### config.mk
export PLATFORM = sky130hd
export DESIGN_NAME = eth_ind_csr_bridge
export DESIGN_NICKNAME = d
export VERILOG_FILES = /design/src/rtl/eth_ind_csr_pkg.sv /design/src/rtl/eth_ind_req_engine.sv /design/src/rtl/eth_ind_csr_bridge.sv
export SDC_FILE = /design/constraint.sdc
export NUM_CORES = 1
export LEC_CHECK = 0
export ABC_CLOCK_PERIOD_IN_PS = 15200
export CAP_MARGIN = 20
export CORE_MARGIN = 1
export CORE_UTILIZATION = 35
export CTS_CLUSTER_DIAMETER = 60
export DETAILED_ROUTE_END_ITERATION = 10
export SLEW_MARGIN = 5
export SYNTH_ARGS = -nofsm -noshare
export SYNTH_HDL_FRONTEND = slang
export SYNTH_SLANG_ARGS = --single-unit
### constraint.sdc
create_clock -name pClk -period 15.2 [get_ports pClk]
set_input_delay 3.04 -clock pClk [delete_from_list [all_inputs] [get_ports pClk]]
set_output_delay 3.04 -clock pClk [all_outputs]
set_load 0.01 [all_outputs]
### src/rtl/eth_ind_csr_pkg.sv
// Shared constants, CSR map and engine state type for the indirect Ethernet CSR bridge.
package eth_ind_csr_pkg;

  localparam logic [2:0] CSR_DFH     = 3'd0;
  localparam logic [2:0] CSR_ID_L    = 3'd1;
  localparam logic [2:0] CSR_ID_H    = 3'd2;
  localparam logic [2:0] CSR_INIT    = 3'd3;
  localparam logic [2:0] CSR_CMD     = 3'd4;
  localparam logic [2:0] CSR_WDATA   = 3'd5;
  localparam logic [2:0] CSR_STATUS  = 3'd6;
  localparam logic [2:0] CSR_SCRATCH = 3'd7;

  localparam int ST_BUSY     = 32;
  localparam int ST_DONE     = 33;
  localparam int ST_TMO      = 34;
  localparam int ST_ERR_BUSY = 35;
  localparam int ST_ERR_CMD  = 36;

  localparam int CMD_ADDR_LSB = 0;
  localparam int CMD_CH_LSB   = 16;
  localparam int CMD_WR       = 24;
  localparam int CMD_RD       = 25;
  localparam logic [63:0] CMD_MASK = 64'h0000_0000_0307_FFFF;

  localparam logic [63:0] DFH      = 64'h1000_0000_0000_0001;
  localparam logic [63:0] UNMAPPED = 64'h0000_DEAD_C0DE_0000;
  localparam logic [31:0] TMO_DATA = 32'hDEAD_DEAD;

  typedef enum logic [1:0] {
    S_IDLE = 2'd0,
    S_REQ  = 2'd1,
    S_RSP  = 2'd2
  } eng_state_e;

endpackage

### src/rtl/eth_ind_req_engine.sv
// Indirect request engine: request/response FSM, timeout counter, request latches and read-data capture.
module eth_ind_req_engine
  import eth_ind_csr_pkg::*;
#(
  parameter int ADDR_W = 16,
  parameter int DATA_W = 32,
  parameter int TMO_W  = 10
) (
  input  logic              clk,
  input  logic              rst,
  input  logic              i_start,
  input  logic [2:0]        i_ch,
  input  logic [ADDR_W-1:0] i_addr,
  input  logic              i_wr,
  input  logic [DATA_W-1:0] i_wdata,
  output logic              o_req_valid,
  input  logic              i_req_ready,
  output logic [2:0]        o_req_ch,
  output logic              o_req_wr,
  output logic [ADDR_W-1:0] o_req_addr,
  output logic [DATA_W-1:0] o_req_wdata,
  input  logic              i_rsp_valid,
  input  logic [DATA_W-1:0] i_rsp_rdata,
  output logic              o_busy,
  output logic              o_done,
  output logic              o_timeout,
  output logic [DATA_W-1:0] o_rd_data
);

  // The last permitted cycle is the one where the counter holds LIMIT-1.
  localparam logic [TMO_W-1:0] LIMIT_M1 = {TMO_W{1'b1}} - TMO_W'(1);

  eng_state_e        r_state, w_next;
  logic [TMO_W-1:0]  r_cnt;
  logic [2:0]        r_ch;
  logic              r_wr, r_done, r_tmo;
  logic [ADDR_W-1:0] r_addr;
  logic [DATA_W-1:0] r_wdata, r_rd_data;
  logic              w_expire, w_complete, w_tmo;

  assign w_expire = (r_cnt >= LIMIT_M1);

  always_comb begin
    w_next     = r_state;
    w_complete = 1'b0;
    w_tmo      = 1'b0;
    case (r_state)
      S_IDLE: if (i_start) w_next = S_REQ;
      S_REQ: begin
        if (i_req_ready) begin
          w_next = S_RSP;
        end else if (w_expire) begin
          w_next = S_IDLE;
          w_tmo  = 1'b1;
        end
      end
      // A response in the expiry cycle still counts as a completion.
      S_RSP: begin
        if (i_rsp_valid) begin
          w_next     = S_IDLE;
          w_complete = 1'b1;
        end else if (w_expire) begin
          w_next = S_IDLE;
          w_tmo  = 1'b1;
        end
      end
      default: w_next = S_IDLE;
    endcase
  end

  always_ff @(posedge clk or posedge rst) begin
    if (rst) begin
      r_state   <= S_IDLE;
      r_cnt     <= '0;
      r_ch      <= '0;
      r_wr      <= 1'b0;
      r_addr    <= '0;
      r_wdata   <= '0;
      r_done    <= 1'b0;
      r_tmo     <= 1'b0;
      r_rd_data <= '0;
    end else begin
      r_state <= w_next;
      if (r_state == S_IDLE) r_cnt <= '0;
      else                   r_cnt <= r_cnt + TMO_W'(1);
      if ((r_state == S_IDLE) && i_start) begin
        r_ch    <= i_ch;
        r_wr    <= i_wr;
        r_addr  <= i_addr;
        r_wdata <= i_wdata;
        r_done  <= 1'b0;
        r_tmo   <= 1'b0;
      end
      if (w_complete) begin
        r_done <= 1'b1;
        if (!r_wr) r_rd_data <= i_rsp_rdata;
      end
      if (w_tmo) begin
        r_done    <= 1'b1;
        r_tmo     <= 1'b1;
        r_rd_data <= TMO_DATA[DATA_W-1:0];
      end
    end
  end

  assign o_req_valid = (r_state == S_REQ);
  assign o_req_ch    = r_ch;
  assign o_req_wr    = r_wr;
  assign o_req_addr  = r_addr;
  assign o_req_wdata = r_wdata;
  assign o_busy      = (r_state != S_IDLE);
  assign o_done      = r_done;
  assign o_timeout   = r_tmo;
  assign o_rd_data   = r_rd_data;

endmodule

### src/rtl/eth_ind_csr_bridge.sv
// MMIO CSR window decoding into a shared indirect register bus for NUM_CH Ethernet channels.
module eth_ind_csr_bridge
  import eth_ind_csr_pkg::*;
#(
  parameter int          NUM_CH   = 4,
  parameter int          ADDR_W   = 16,
  parameter int          DATA_W   = 32,
  parameter int          TMO_W    = 10,
  parameter logic [63:0] AFU_ID_L = 64'h0,
  parameter logic [63:0] AFU_ID_H = 64'h0
) (
  input  logic              pClk,
  input  logic              pck_cp2af_softReset,
  input  logic              mmio_wr_valid,
  input  logic              mmio_rd_valid,
  input  logic [15:0]       mmio_addr,
  input  logic [8:0]        mmio_tid,
  input  logic [63:0]       mmio_wdata,
  output logic              mmio_rsp_valid,
  output logic [8:0]        mmio_rsp_tid,
  output logic [63:0]       mmio_rsp_data,
  output logic              eth_req_valid,
  input  logic              eth_req_ready,
  output logic [2:0]        eth_req_ch,
  output logic              eth_req_wr,
  output logic [ADDR_W-1:0] eth_req_addr,
  output logic [DATA_W-1:0] eth_req_wdata,
  input  logic              eth_rsp_valid,
  input  logic [DATA_W-1:0] eth_rsp_rdata,
  output logic [NUM_CH-1:0] init_start,
  input  logic [NUM_CH-1:0] init_done
);

  logic              w_hit, w_busy, w_done, w_tmo;
  logic [2:0]        w_idx, w_cmd_ch;
  logic              w_cmd_wr, w_cmd_wrb, w_cmd_rdb, w_cmd_bad, w_st_wr, w_start;
  logic [DATA_W-1:0] w_eng_rd;
  logic [63:0]       w_rd_data;
  logic              w_unused_ok;

  logic [63:0]       r_scratch, r_cmd;
  logic [DATA_W-1:0] r_wdata;
  logic [NUM_CH-1:0] r_init_start, r_init_done;
  logic              r_err_busy, r_err_cmd;
  logic              r_p1_vld, r_rsp_vld;
  logic [8:0]        r_p1_tid, r_rsp_tid;
  logic [63:0]       r_p1_data, r_rsp_data;

  // Anything above the 8-entry window is unmapped.
  assign w_hit       = (mmio_addr[15:4] == 12'h0);
  assign w_idx       = mmio_addr[3:1];
  assign w_unused_ok = &{1'b0, mmio_addr[0]};

  assign w_cmd_wr  = mmio_wr_valid && w_hit && (w_idx == CSR_CMD);
  assign w_st_wr   = mmio_wr_valid && w_hit && (w_idx == CSR_STATUS);
  assign w_cmd_ch  = mmio_wdata[CMD_CH_LSB +: 3];
  assign w_cmd_wrb = mmio_wdata[CMD_WR];
  assign w_cmd_rdb = mmio_wdata[CMD_RD];
  assign w_cmd_bad = (w_cmd_wrb == w_cmd_rdb) || (32'(w_cmd_ch) >= 32'(NUM_CH));
  assign w_start   = w_cmd_wr && !w_busy && !w_cmd_bad;

  eth_ind_req_engine #(
    .ADDR_W(ADDR_W),
    .DATA_W(DATA_W),
    .TMO_W (TMO_W)
  ) u_engine (
    .clk        (pClk),
    .rst        (pck_cp2af_softReset),
    .i_start    (w_start),
    .i_ch       (w_cmd_ch),
    .i_addr     (mmio_wdata[CMD_ADDR_LSB +: ADDR_W]),
    .i_wr       (w_cmd_wrb),
    .i_wdata    (r_wdata),
    .o_req_valid(eth_req_valid),
    .i_req_ready(eth_req_ready),
    .o_req_ch   (eth_req_ch),
    .o_req_wr   (eth_req_wr),
    .o_req_addr (eth_req_addr),
    .o_req_wdata(eth_req_wdata),
    .i_rsp_valid(eth_rsp_valid),
    .i_rsp_rdata(eth_rsp_rdata),
    .o_busy     (w_busy),
    .o_done     (w_done),
    .o_timeout  (w_tmo),
    .o_rd_data  (w_eng_rd)
  );

  always_comb begin
    w_rd_data = UNMAPPED;
    if (w_hit) begin
      case (w_idx)
        CSR_DFH:     w_rd_data = DFH;
        CSR_ID_L:    w_rd_data = AFU_ID_L;
        CSR_ID_H:    w_rd_data = AFU_ID_H;
        CSR_INIT:    w_rd_data = {48'h0, 8'(r_init_done), 8'(r_init_start)};
        CSR_CMD:     w_rd_data = r_cmd;
        CSR_WDATA:   w_rd_data = 64'(r_wdata);
        CSR_STATUS:  w_rd_data = {27'h0, r_err_cmd, r_err_busy, w_tmo, w_done, w_busy, 32'(w_eng_rd)};
        CSR_SCRATCH: w_rd_data = r_scratch;
        default:     w_rd_data = UNMAPPED;
      endcase
    end
  end

  always_ff @(posedge pClk or posedge pck_cp2af_softReset) begin
    if (pck_cp2af_softReset) begin
      r_scratch    <= '0;
      r_cmd        <= '0;
      r_wdata      <= '0;
      r_init_start <= '0;
      r_init_done  <= '0;
      r_err_busy   <= 1'b0;
      r_err_cmd    <= 1'b0;
    end else begin
      r_init_done <= init_done;
      if (mmio_wr_valid && w_hit) begin
        case (w_idx)
          CSR_INIT:    r_init_start <= mmio_wdata[NUM_CH-1:0];
          CSR_WDATA:   r_wdata      <= mmio_wdata[DATA_W-1:0];
          CSR_SCRATCH: r_scratch    <= mmio_wdata;
          default: ;
        endcase
      end
      if (w_cmd_wr && !w_busy) r_cmd <= mmio_wdata & CMD_MASK;
      // Setting an error flag takes priority over a same-cycle W1C.
      if (w_cmd_wr && w_busy)                   r_err_busy <= 1'b1;
      else if (w_st_wr && mmio_wdata[ST_ERR_BUSY]) r_err_busy <= 1'b0;
      if (w_cmd_wr && !w_busy && w_cmd_bad)     r_err_cmd <= 1'b1;
      else if (w_st_wr && mmio_wdata[ST_ERR_CMD]) r_err_cmd <= 1'b0;
    end
  end

  // Read data is sampled on the request cycle, so a STATUS read sees pre-update state.
  always_ff @(posedge pClk or posedge pck_cp2af_softReset) begin
    if (pck_cp2af_softReset) begin
      r_p1_vld   <= 1'b0;
      r_p1_tid   <= '0;
      r_p1_data  <= '0;
      r_rsp_vld  <= 1'b0;
      r_rsp_tid  <= '0;
      r_rsp_data <= '0;
    end else begin
      r_p1_vld  <= mmio_rd_valid;
      r_rsp_vld <= r_p1_vld;
      if (mmio_rd_valid) begin
        r_p1_tid  <= mmio_tid;
        r_p1_data <= w_rd_data;
      end
      if (r_p1_vld) begin
        r_rsp_tid  <= r_p1_tid;
        r_rsp_data <= r_p1_data;
      end
    end
  end

  assign mmio_rsp_valid = r_rsp_vld;
  assign mmio_rsp_tid   = r_rsp_tid;
  assign mmio_rsp_data  = r_rsp_data;
  assign init_start     = r_init_start;

endmodule

### Yosys cells after proc, flatten, opt, wreduce, memory -nomap -nowiden

Cells that the tools add are included.

| word-level totals | value |
|---|---|
| logic and storage cells | 89 |
| flip-flop bits (word level) | 373 |
| bits of input ports | 131 |
| output and inout port bits | 131 |

| cells by class | value |
|---|---|
| order comparisons | 2 |
| muxes and demuxes | 25 |
| add/sub/neg operators | 1 |
| eq/ne operators | 12 |
| reductions and logical operators | 27 |

Operators with widths:

| cell | count |
|---|---|
| 64-bit one-hot mux with 7 select lines | 1 |
| 32-bit 2-to-1 mux | 3 |
| 64-bit 2-to-1 mux | 1 |
| 1-bit 2-to-1 mux | 13 |
| 3-bit == test, second input constant | 4 |
| 12-bit zero test | 1 |
| 10-bit by 1-bit adder with 10-bit output, second input constant | 1 |
| 10-bit greater-or-equal comparator, second input constant | 1 |
| 1-bit logical AND | 10 |
| 10-bit 2-to-1 mux | 1 |
| 2-bit nonzero test | 5 |
| 2-bit 2-to-1 mux | 4 |
| 2-bit AND reduction | 4 |
| 3-bit by 2-bit == test with 1-bit output, second input constant | 2 |
| 2-bit one-hot mux with 3 select lines | 1 |
| 3-bit by 1-bit == test with 1-bit output, second input constant | 1 |
| 3-bit greater-or-equal comparator, second input constant | 1 |
| 3-bit zero test | 1 |
| 3-bit nonzero test | 1 |
| 2-bit by 1-bit == test with 1-bit output, second input constant | 1 |
| 2-bit == test, second input constant | 1 |
| 1-bit zero test | 2 |
| 2-bit zero test | 1 |
| 2-bit by 1-bit inequality test with 1-bit output, second input constant | 1 |
| 5 further kinds | 5 |

### Depth between registers and ports, before layout

Gate-level depths: netlist (run 1).

| logic depth | value |
|---|---|
| depth after elaboration | 9 |
| gate-level depth with buffers | 7 |
| gate-level depth less buffers | 6 |

### Modules after synthesis

Synthesis (run 1) repeated with hierarchy kept, for this count alone.

| second synthesis, totals | value |
|---|---|
| cells, all modules | 1041 |
| area total of the unflattened synthesis | 15268.4 um2 |

Modules (own cells, without submodules):

| module | area each (um2) | seq. area each (um2) | instances | cells each |
|---|---|---|---|---|
| eth_ind_csr_bridge | 11243.3 | 6881.6 | 1 | 747 |
| eth_ind_req_engine | 4025.1 | 2452.4 | 1 | 294 |

### Worst setup path after synthesis (run 1)

Ideal clock, no wire load.

| path | value |
|---|---|
| path kind | in2reg |
| start point | in mmio_addr[5] |
| end point | reg r_scratch[0] |
| stages | 7 |
| arrival time | 4478 ps |
| required time | 15075 ps |
| path buffers | 3 |
| library setup time | 125 ps |
| path slack | 10597 ps |
| cell sequence | nor4_1 -> and3_1 -> buf_4 -> and3_1 -> buf_4 -> buf_6 -> mux2_2 |

| between the ends | value |
|---|---|
| word-level cells in the longest chain between the ends | 3 |

Ends and longest elaborated chain:

| item | RTL line | RTL |
|---|---|---|
| from (decl) | eth_ind_csr_bridge.sv:16 | `input logic [15:0] mmio_addr,` |
| 12-bit zero test | eth_ind_csr_bridge.sv:50 | `assign w_hit = (mmio_addr[15:4] == 12'h0);` |
| 1-bit logical AND | eth_ind_csr_bridge.sv:116 | `if (mmio_wr_valid && w_hit) begin` |
| 2-bit AND reduction (no line) | - |  |
| to (signal assigned) | eth_ind_csr_bridge.sv:120 | `CSR_SCRATCH: r_scratch <= mmio_wdata;` |
| to (decl) | eth_ind_csr_bridge.sv:41 | `logic [63:0] r_scratch, r_cmd;` |

Every way passes these cells.
A chain may end at the register's enable or synchronous reset.

### Worst setup path after layout (run 1)

| path | value |
|---|---|
| start point | in mmio_addr[5] |
| end point | reg r_scratch[7] |

The elaborated chain is that of the path after synthesis.

==> results.ini, run 1 <==
[run_status]
status=complete, no violations

[drt]
wirelength_mm=39.3
antenna_left=0
num_vias=9391
wire_per_inst_um=20.7
via_per_inst=4.94
drt_iter0_drc=530
detail_route.first_pass.iterations=4
remaining_drc_errors=0

[sta]
tightest_slew_ns=0.994
setup_viol=0
finalSetupTns_ns=0
hold_violations=0
slew_headroom_pct=33.7
finClkSkew_ns=0.0184
rsz0062_at_grt=false
max_freq_mhz=178
fin_crit_sh_pct=36.9
drv_slew=0
post-route-min-period_ns=5.61

[cts]
cts.repair.resized=0
clk_pin_slew_ns=0.06
cts.path.max_buffers=3
htree_levels=2
postCtsSetupBuffers=0
clock_latency_ns=0.56
cts_root_buf=clkbuf_16
ctsHoldBuffers=0
cts_sinks=373
cts_buffers=43
cts_tree=done

[floorplanning]
core_um2=43100
die_y_um=211
initial_utilization_pct=35.6
die_w_um=211
rows=76
ios=262
die_area_um2=44600

[yosys]
synth_top_area_share_pct=60.9
synth_largest_area_cell=dfrtp_1
ys.flop_type=dfrtp_1
synth-seq-cells=373
yosys.area_share.simple_pct=3.41
synth_top_family_by_area=multiplexers
synth_compound_area_share_pct=5.53
synth_fa_ha_area_share_pct=0.490
netlist_area_um2=15300
synth.area.top_cells=dfrtp_1, mux2_2, mux2_4
ys_types=48
synth.mux.area_fraction_pct=26.2
yosysMostFrequentCell=dfrtp_1
synth-edff-count=0
synth_common_cells=dfrtp_1, mux2_2, mux2_4
yosys.area_share.xor_xnor_pct=0.515
synthesis.nets=1161
avgSynthCellArea_um2=15.0
syn_inst=1024
seq_area_frac_synth_pct=60.9
ys_warn_count=0
synthArstFlopShare_pct=100

[critical_path]
criticalPathCategory=in -> reg
crit_fanout=46
crit_buf_inv=2
crit_path_end_kind=flop
cp_cell_sequence=clkdlybuf4s50_1 > nor4_1 > and3_1 > and3_4 > buf_4 > mux2_2
crit_slowest_cell=buf_4
crit_arrival_ns=6.05
cp-start-kind=input pin
required_ns=15.63
crit_family=simple AND/OR/NAND/NOR gates
critPathMaxStageDelay_ns=0.71

[min_path]
hold_path_class=reg -> reg

[layout]
drive_above_1_share_pct=29.2
final_nets=1421
multi_input_area_um2=5550
final_util_pct=46.3
regArea_um2=9340
areaGrowthSynthToFinish_pct=30.1
nFillCells=3873
finalInstanceArea_um2=19900

[global_route]
antenna_found_initial=6
grt_max_degree=83
grt.overflow.total=0
grt_pass1_wl_mm=61.8
globalRouteTotalUtil_pct=18.2
grt_pass1_vias=10200

[place]
dpl.hpwl_mm=24.8
dpl-instance-area_um2=18400
portBuffers=260
gp_congestion=0.746

[flow_run]
drv_cap=0

[power_and_ir_drop]
ir_worst_vdd_v=0.0000684
power_mw=2.14
p_leak_nw=9.46
cellPowerDensity_nw_per_um2=107

-- through the flow --
stage               instances  setup slack (ns)  hold slack [ns]
CTS                      1897              9.58            0.480
finish                   1901              9.59            0.476
floorplan                1024              1.80            0.352
global route             1901              9.41            0.491
global placement         1821              9.02            0.460
detailed placement       1821              8.99            0.467
-- tightest hold or removal path: stages (launching register included) --
cell and delay, ns:
dfrtp_1 0.34, nand2_1 0.05, o31ai_1 0.05
-- logic make-up after synthesis --
| group | Yosys count |
|---|---|
| AO/OA/AOI/OAI | 116 |
| XOR/XNOR | 9 |
| adder cells (fa/ha/maj) | 6 |
| buffers and inverters | 87 |
| flip-flops | 373 |
| multiplexers | 324 |
| AND/OR/NAND/NOR | 109 |
-- cells in the final DEF, fill, tap and decap left out, drive strengths merged, types with 2 or more instances in the layout --
cell	n
nor2	39
clkdlybuf4s50	257
o21ai	4
nand2	29
clkbuf	67
nand4	5
ha	6
mux2	265
a41oi	2
mux4	21
and4	3
o2bb2ai	23
xor2	8
and2	2
clkinv	6
a21o	3
a22o	26
o211ai	2
nand3	7
nor4	5
buf	26
a22oi	12
a21oi	34
o21a	3
nand3b	2
inv	20
mux2i	38
dfrtp	373
and3	9
nor3	2
-- power by group --
| group | leakage (nW) | internal, mW | switching, mW |
|---|---|---|---|
| Sequential | 4.96 | 1.00 | 0.00357 |
| Clock | 0.707 | 0.625 | 0.408 |
| Combinational | 3.80 | 0.0509 | 0.0537 |
-- layer usage --
metal | up-vias | share of wire, % | track usage [%] | wire length (um)
met5 | - | 0.18 | 0 | 70
met1 | 4880 | 46 | 25.1 | 17900
met4 | 10 | 1.8 | 5.05 | 688
li1 | 4218 | - | - | -
met3 | 56 | 7.2 | 5.40 | 2850
met2 | 227 | 45 | 27.9 | 17800
-- state kept, by name, summed over array words and instances (netlist names) --
name,cells
mmio_rsp_data,64
r_init_done,4
u_engine.o_done,1
r_cmd,21
r_p1_tid,9
r_err_busy,1
u_engine.o_req_wdata,32
u_engine.o_req_wr,1
u_engine.o_rd_data,32
r_err_cmd,1
r_p1_vld,1
u_engine.o_req_ch,3
r_wdata,32
r_p1_data,64
r_scratch,64
mmio_rsp_valid,1
init_start,4
u_engine.r_cnt,10
mmio_rsp_tid,9
u_engine.o_timeout,1
u_engine.o_req_addr,16
u_engine.r_state,2
-- path summary, 6_finish.rpt --
check | to | startpoint | cells past startpoint | slack, ns
worst max-delay path | r_scratch[7] | mmio_addr[5] | 6 | 9.59
max in group asynchronous | u_engine.o_rd_data[21] | pck_cp2af_softReset | 5 | 10.75
min in group asynchronous | r_scratch[47] | pck_cp2af_softReset | 2 | 2.97
worst min register to register | r_p1_data[0] | r_p1_data[0] | 2 | 0.48
worst max register to register | u_engine.o_req_wdata[28] | u_engine.r_state[1] | 6 | 12.34
worst min-delay path | r_p1_data[0] | r_p1_data[0] | 2 | 0.48
-- cell type report --
cell class | instances | area share [%]
inverters | 19 | 0.396
diodes | 1 | 0.0126
clock inverters | 9 | 0.402
flip-flops and latches | 373 | 46.9
clock buffers | 67 | 6.77
repair buffers | 283 | 14.1
multi-input cells | 564 | 27.8
well taps | 585 | 3.67
No activity file was read; power rests on OpenSTA's default activity.
==> run 2, diff against run 1 <==
--- a/config.mk
+++ b/config.mk
@@ -5,7 +5,7 @@
 export SDC_FILE = /design/constraint.sdc
 export NUM_CORES = 1
 export LEC_CHECK = 0
-export ABC_CLOCK_PERIOD_IN_PS = 15200
+export ABC_CLOCK_PERIOD_IN_PS = 4860
 export CAP_MARGIN = 20
 export CORE_MARGIN = 1
 export CORE_UTILIZATION = 35
==> constraint.sdc (replaced) <==
create_clock -name pClk -period 4.86 [get_ports pClk]
set_input_delay 0.972 -clock pClk [delete_from_list [all_inputs] [get_ports pClk]]
set_output_delay 0.972 -clock pClk [all_outputs]
set_load 0.01 [all_outputs]
==> results.ini, run 2 (same netlist as run 1, synthesis figures left out) <==
[global_route]
grt_pass1_wl_mm=60.4
globalRouteTotalUtil_pct=18.0
grt_max_degree=140
grt.overflow.total=0
grt_pass1_vias=9874
antenna_found_initial=10

[drt]
detail_route.first_pass.iterations=4
drt_iter0_drc=399
wirelength_mm=39.5
wire_per_inst_um=20.8
remaining_drc_errors=0
antenna_left=0
num_vias=9316
via_per_inst=4.90

[sta]
max_freq_mhz=313
hold_violations=0
fin_crit_sh_pct=65.8
rsz0062_at_grt=false
slew_headroom_pct=39.1
drv_slew=0
fin_ws_ns=1.66
holdWs_ns=0.477
finClkSkew_ns=0.0220
setup_viol=0
post-route-min-period_ns=3.20
tightest_slew_ns=0.913

[cts]
cts_buffers=42
postCtsSetupBuffers=0
cts_sinks=373
clock_latency_ns=0.56
cts.path.max_buffers=3
cts_root_buf=clkbuf_16
htree_levels=2
clk_pin_slew_ns=0.06
ctsHoldBuffers=0
cts.repair.resized=0
cts_tree=done

[power_and_ir_drop]
p_comb_share_pct=4.7
switching_power_mw=1.46
cellPowerDensity_nw_per_um2=336
power_frac_seq_pct=47.0
clkPwrFrac_pct=48.3
p_leak_nw=9.44
p_int_mw=5.23
power_mw=6.69
switching_share_pct=21.9
ir_worst_vdd_v=0.000226

[floorplanning]
core_um2=43100
rows=76
initial_utilization_pct=35.6
die_w_um=211
die_area_um2=44600
die_y_um=211
ios=262

[critical_path]
required_ns=5.30
cp-start-kind=input pin
crit_path_end_kind=flop
cp_cell_sequence=clkdlybuf4s50_1 > and4bb_1 > nand4b_1 > or2_4 > buf_4 > mux2_4
crit_fanout=32
crit_buf_inv=2
crit_family=simple AND/OR/NAND/NOR gates
critPathMaxStageDelay_ns=0.65
crit_arrival_ns=3.64
criticalPathCategory=in -> reg
crit_slowest_cell=or2_4

[place]
dpl.hpwl_mm=25.3
portBuffers=260
gp_congestion=0.771
dpl-instance-area_um2=18500
pre_cts_ws_ns=1.07

[flow_run]
drv_cap=0

[min_path]
hold_path_class=reg -> reg

[layout]
drive_above_1_share_pct=29.0
finalInstanceArea_um2=19900
final_common_cell=dfrtp_1
areaGrowthSynthToFinish_pct=30.1
multi_input_area_um2=5550
regArea_um2=9340
nFillCells=3889
final_util_pct=46.3
layout_common_cells=dfrtp_1, clkdlybuf4s50_1, mux2_2
final_nets=1420

[run_status]
status=complete, no violations

-- run 2: final timing paths --
check	from	to	slack, ns	depth (start not counted)
max in group asynchronous	pck_cp2af_softReset	r_p1_data[5]	3.13	3
worst min-delay path	r_p1_data[60]	r_p1_data[60]	0.48	1
worst max register to register	u_engine.r_state[1]	u_engine.o_req_wdata[5]	1.99	6
worst max-delay path	mmio_addr[3]	u_engine.o_req_wdata[5]	1.66	6
min in group asynchronous	pck_cp2af_softReset	r_p1_data[41]	1.03	3
worst min register to register	r_p1_data[60]	r_p1_data[60]	0.48	1
-- run 2: power by group through the flow --
stage	registers [mW]	clock network (mW)	logic, mW
after floorplan	3.20	0	0.128
after global placement	3.20	0	0.321
after detailed placement	3.20	0	0.324
after CTS	3.15	3.33	0.325
after global routing	3.15	3.46	0.346
final	3.15	3.23	0.315
-- run 2: stage by stage --
step	setup TNS (ns)	std cells
3_5_place_dp	0	1824
3_3_place_gp	0	1824
6_report	0	1902
2_1_floorplan	-417.80	1024
4_1_cts	0	1900
5_1_grt	0	1901
-- run 2: worst reg2reg max path: stages (launching register included) --
cell,delay (ns)
dfrtp_1,0.43
inv_1,0.11
ha_1,0.40
nand4b_1,0.26
or2_4,0.65
buf_4,0.53
mux2_4,0.39
-- run 2: layout make-up --
type,count,share of cell area [%]
Multi-Input combinational cell,564,27.8
Inverter,19,0.377
Sequential cell,373,46.9
Clock inverter,13,0.791
Tap cell,585,3.67
Antenna cell,2,0.0251
Clock buffer,63,6.28
Timing Repair Buffer,283,14.2
-- run 2: per-layer routing --
metal / global-route usage [%] / vias to the layer above / part of all wire (%)
met5: 0 / - / 0.29
met4: 5.47 / 18 / 2.3
met3: 6.21 / 73 / 7.6
met2: 27.6 / 241 / 45
met1: 24.1 / 4757 / 45
li1: - / 4227 / -
==> run 3, diff against run 2 <==
--- a/config.mk
+++ b/config.mk
@@ -5,7 +5,7 @@
 export SDC_FILE = /design/constraint.sdc
 export NUM_CORES = 1
 export LEC_CHECK = 0
-export ABC_CLOCK_PERIOD_IN_PS = 4860
+export ABC_CLOCK_PERIOD_IN_PS = 3270
 export CAP_MARGIN = 20
 export CORE_MARGIN = 1
 export CORE_UTILIZATION = 35
==> constraint.sdc (replaced) <==
create_clock -name pClk -period 3.27 [get_ports pClk]
set_input_delay 0.654 -clock pClk [delete_from_list [all_inputs] [get_ports pClk]]
set_output_delay 0.654 -clock pClk [all_outputs]
set_load 0.01 [all_outputs]
==> results.ini, run 3 (same netlist as run 1, synthesis figures left out) <==
[cts]
cts_root_buf=clkbuf_16
postCtsSetupBuffers=0
ctsHoldBuffers=0
clk_pin_slew_ns=0.06
cts_tree=done
cts.path.max_buffers=3
htree_levels=2
cts_buffers=44
clock_latency_ns=0.55
cts.repair.resized=0
cts_sinks=373

[floorplanning]
die_y_um=211
ios=262
die_w_um=211
core_um2=43100
initial_utilization_pct=35.6
die_area_um2=44600
rows=76

[global_route]
grt_max_degree=106
grt_pass1_wl_mm=61.0
antenna_found_initial=6
grt.overflow.total=0
globalRouteTotalUtil_pct=18.0
grt_pass1_vias=10100

[run_status]
status=complete, no violations

[drt]
remaining_drc_errors=0
wirelength_mm=39.7
drt_iter0_drc=463
via_per_inst=4.96
wire_per_inst_um=20.7
num_vias=9506
detail_route.first_pass.iterations=4
antenna_left=0

[power_and_ir_drop]
ir_worst_vdd_v=0.000339
clkPwrFrac_pct=49.2
p_comb_share_pct=4.8
p_int_mw=7.94
p_leak_nw=9.57
switching_share_pct=21.8
cellPowerDensity_nw_per_um2=503
power_frac_seq_pct=46.0
switching_power_mw=2.21

[place]
gp_congestion=0.752
portBuffers=260
dpl.hpwl_mm=25.9
placed_cells=1837
pre_cts_ws_ns=0.320
dpl-instance-area_um2=18700

[sta]
finClkSkew_ns=0.0120
tightest_slew_ns=0.913
hold_violations=0
finalSetupTns_ns=0
post-route-min-period_ns=2.51
drv_slew=0
rsz0062_at_grt=false
fin_ws_ns=0.761
fin_crit_sh_pct=76.7
setup_viol=0
max_freq_mhz=399
slew_headroom_pct=39.2

[layout]
drive_above_1_share_pct=30.0
final_nets=1435
layout_common_cells=dfrtp_1, clkdlybuf4s50_1, mux2_2
areaGrowthSynthToFinish_pct=31.6
finalInstanceArea_um2=20200
instances_no_fill=1918
final_common_cell=dfrtp_1

[critical_path]
cp-start-kind=flop
r2r_cells=6
crit_fanout=5
crit_path_end_kind=output pin
crit_arrival_ns=1.85
criticalPathCategory=reg -> out
required_ns=2.62

[flow_run]
drv_cap=0

[min_path]
hold_path_class=in -> async

run 3: cell count changes in the layout (fill, tap and decap cells not counted), sizes merged:
cell and delta:
buf +13, clkinv +5, clkbuf -3, bufinv +2, clkinvlp -1, diode -1, inv +1
run 3: stage by stage:
stage	hold WS, ns	util, %	total power [mW]
final	0.478	46.8	10.1
after global routing	0.476	46.8	10.5
after CTS	0.467	46.8	10.3
after detailed placement	0.468	43.4	5.26
after global placement	0.458	43.4	5.25
after floorplan	0.352	-	4.95
run 3: power by group through the flow:
stage | Combinational, mW | Sequential, mW | Clock [mW]
CTS | 0.503 | 4.67 | 5.16
global route | 0.531 | 4.67 | 5.34
detailed placement | 0.502 | 4.75 | 0
finish | 0.488 | 4.67 | 4.99
global placement | 0.497 | 4.75 | 0
floorplan | 0.190 | 4.76 | 0
run 3: final cells by class:
type,instances,area [um2]
Fill cell,3844,22900
Sequential cell,373,9340
Multi-Input combinational cell,564,5550
Timing Repair Buffer,296,3000
Clock buffer,60,1230
Tap cell,585,732
Clock inverter,20,245
Inverter,19,75.1
Antenna cell,1,2.50
run 3: per-layer routing:
metal	track usage (%)	up-vias	routed length (um)
li1	-	4247	-
met1	25.1	4917	18100
met2	26.9	252	17600
met3	5.50	80	2940
met4	5.70	10	988
met5	0	-	69
run 3: final timing paths:
| check | from | endpoint | slack, ns |
|---|---|---|---|
| max in group asynchronous | pck_cp2af_softReset | r_p1_data[29] | 1.90 |
| hold / removal | pck_cp2af_softReset | u_engine.o_timeout | 0.48 |
| setup reg to reg | u_engine.r_cnt[0] | u_engine.o_done | 1.14 |
| hold reg to reg | r_p1_data[60] | r_p1_data[60] | 0.48 |
| setup / recovery | u_engine.r_state[1] | eth_req_valid | 0.76 |
| min in group pClk | r_p1_data[60] | r_p1_data[60] | 0.48 |
run 3: worst max-delay path: stages, from the launching register on:
cell and delay [ns]:
dfrtp_1 0.43, inv_1 0.12, ha_1 0.21, clkdlybuf4s50_1 0.55
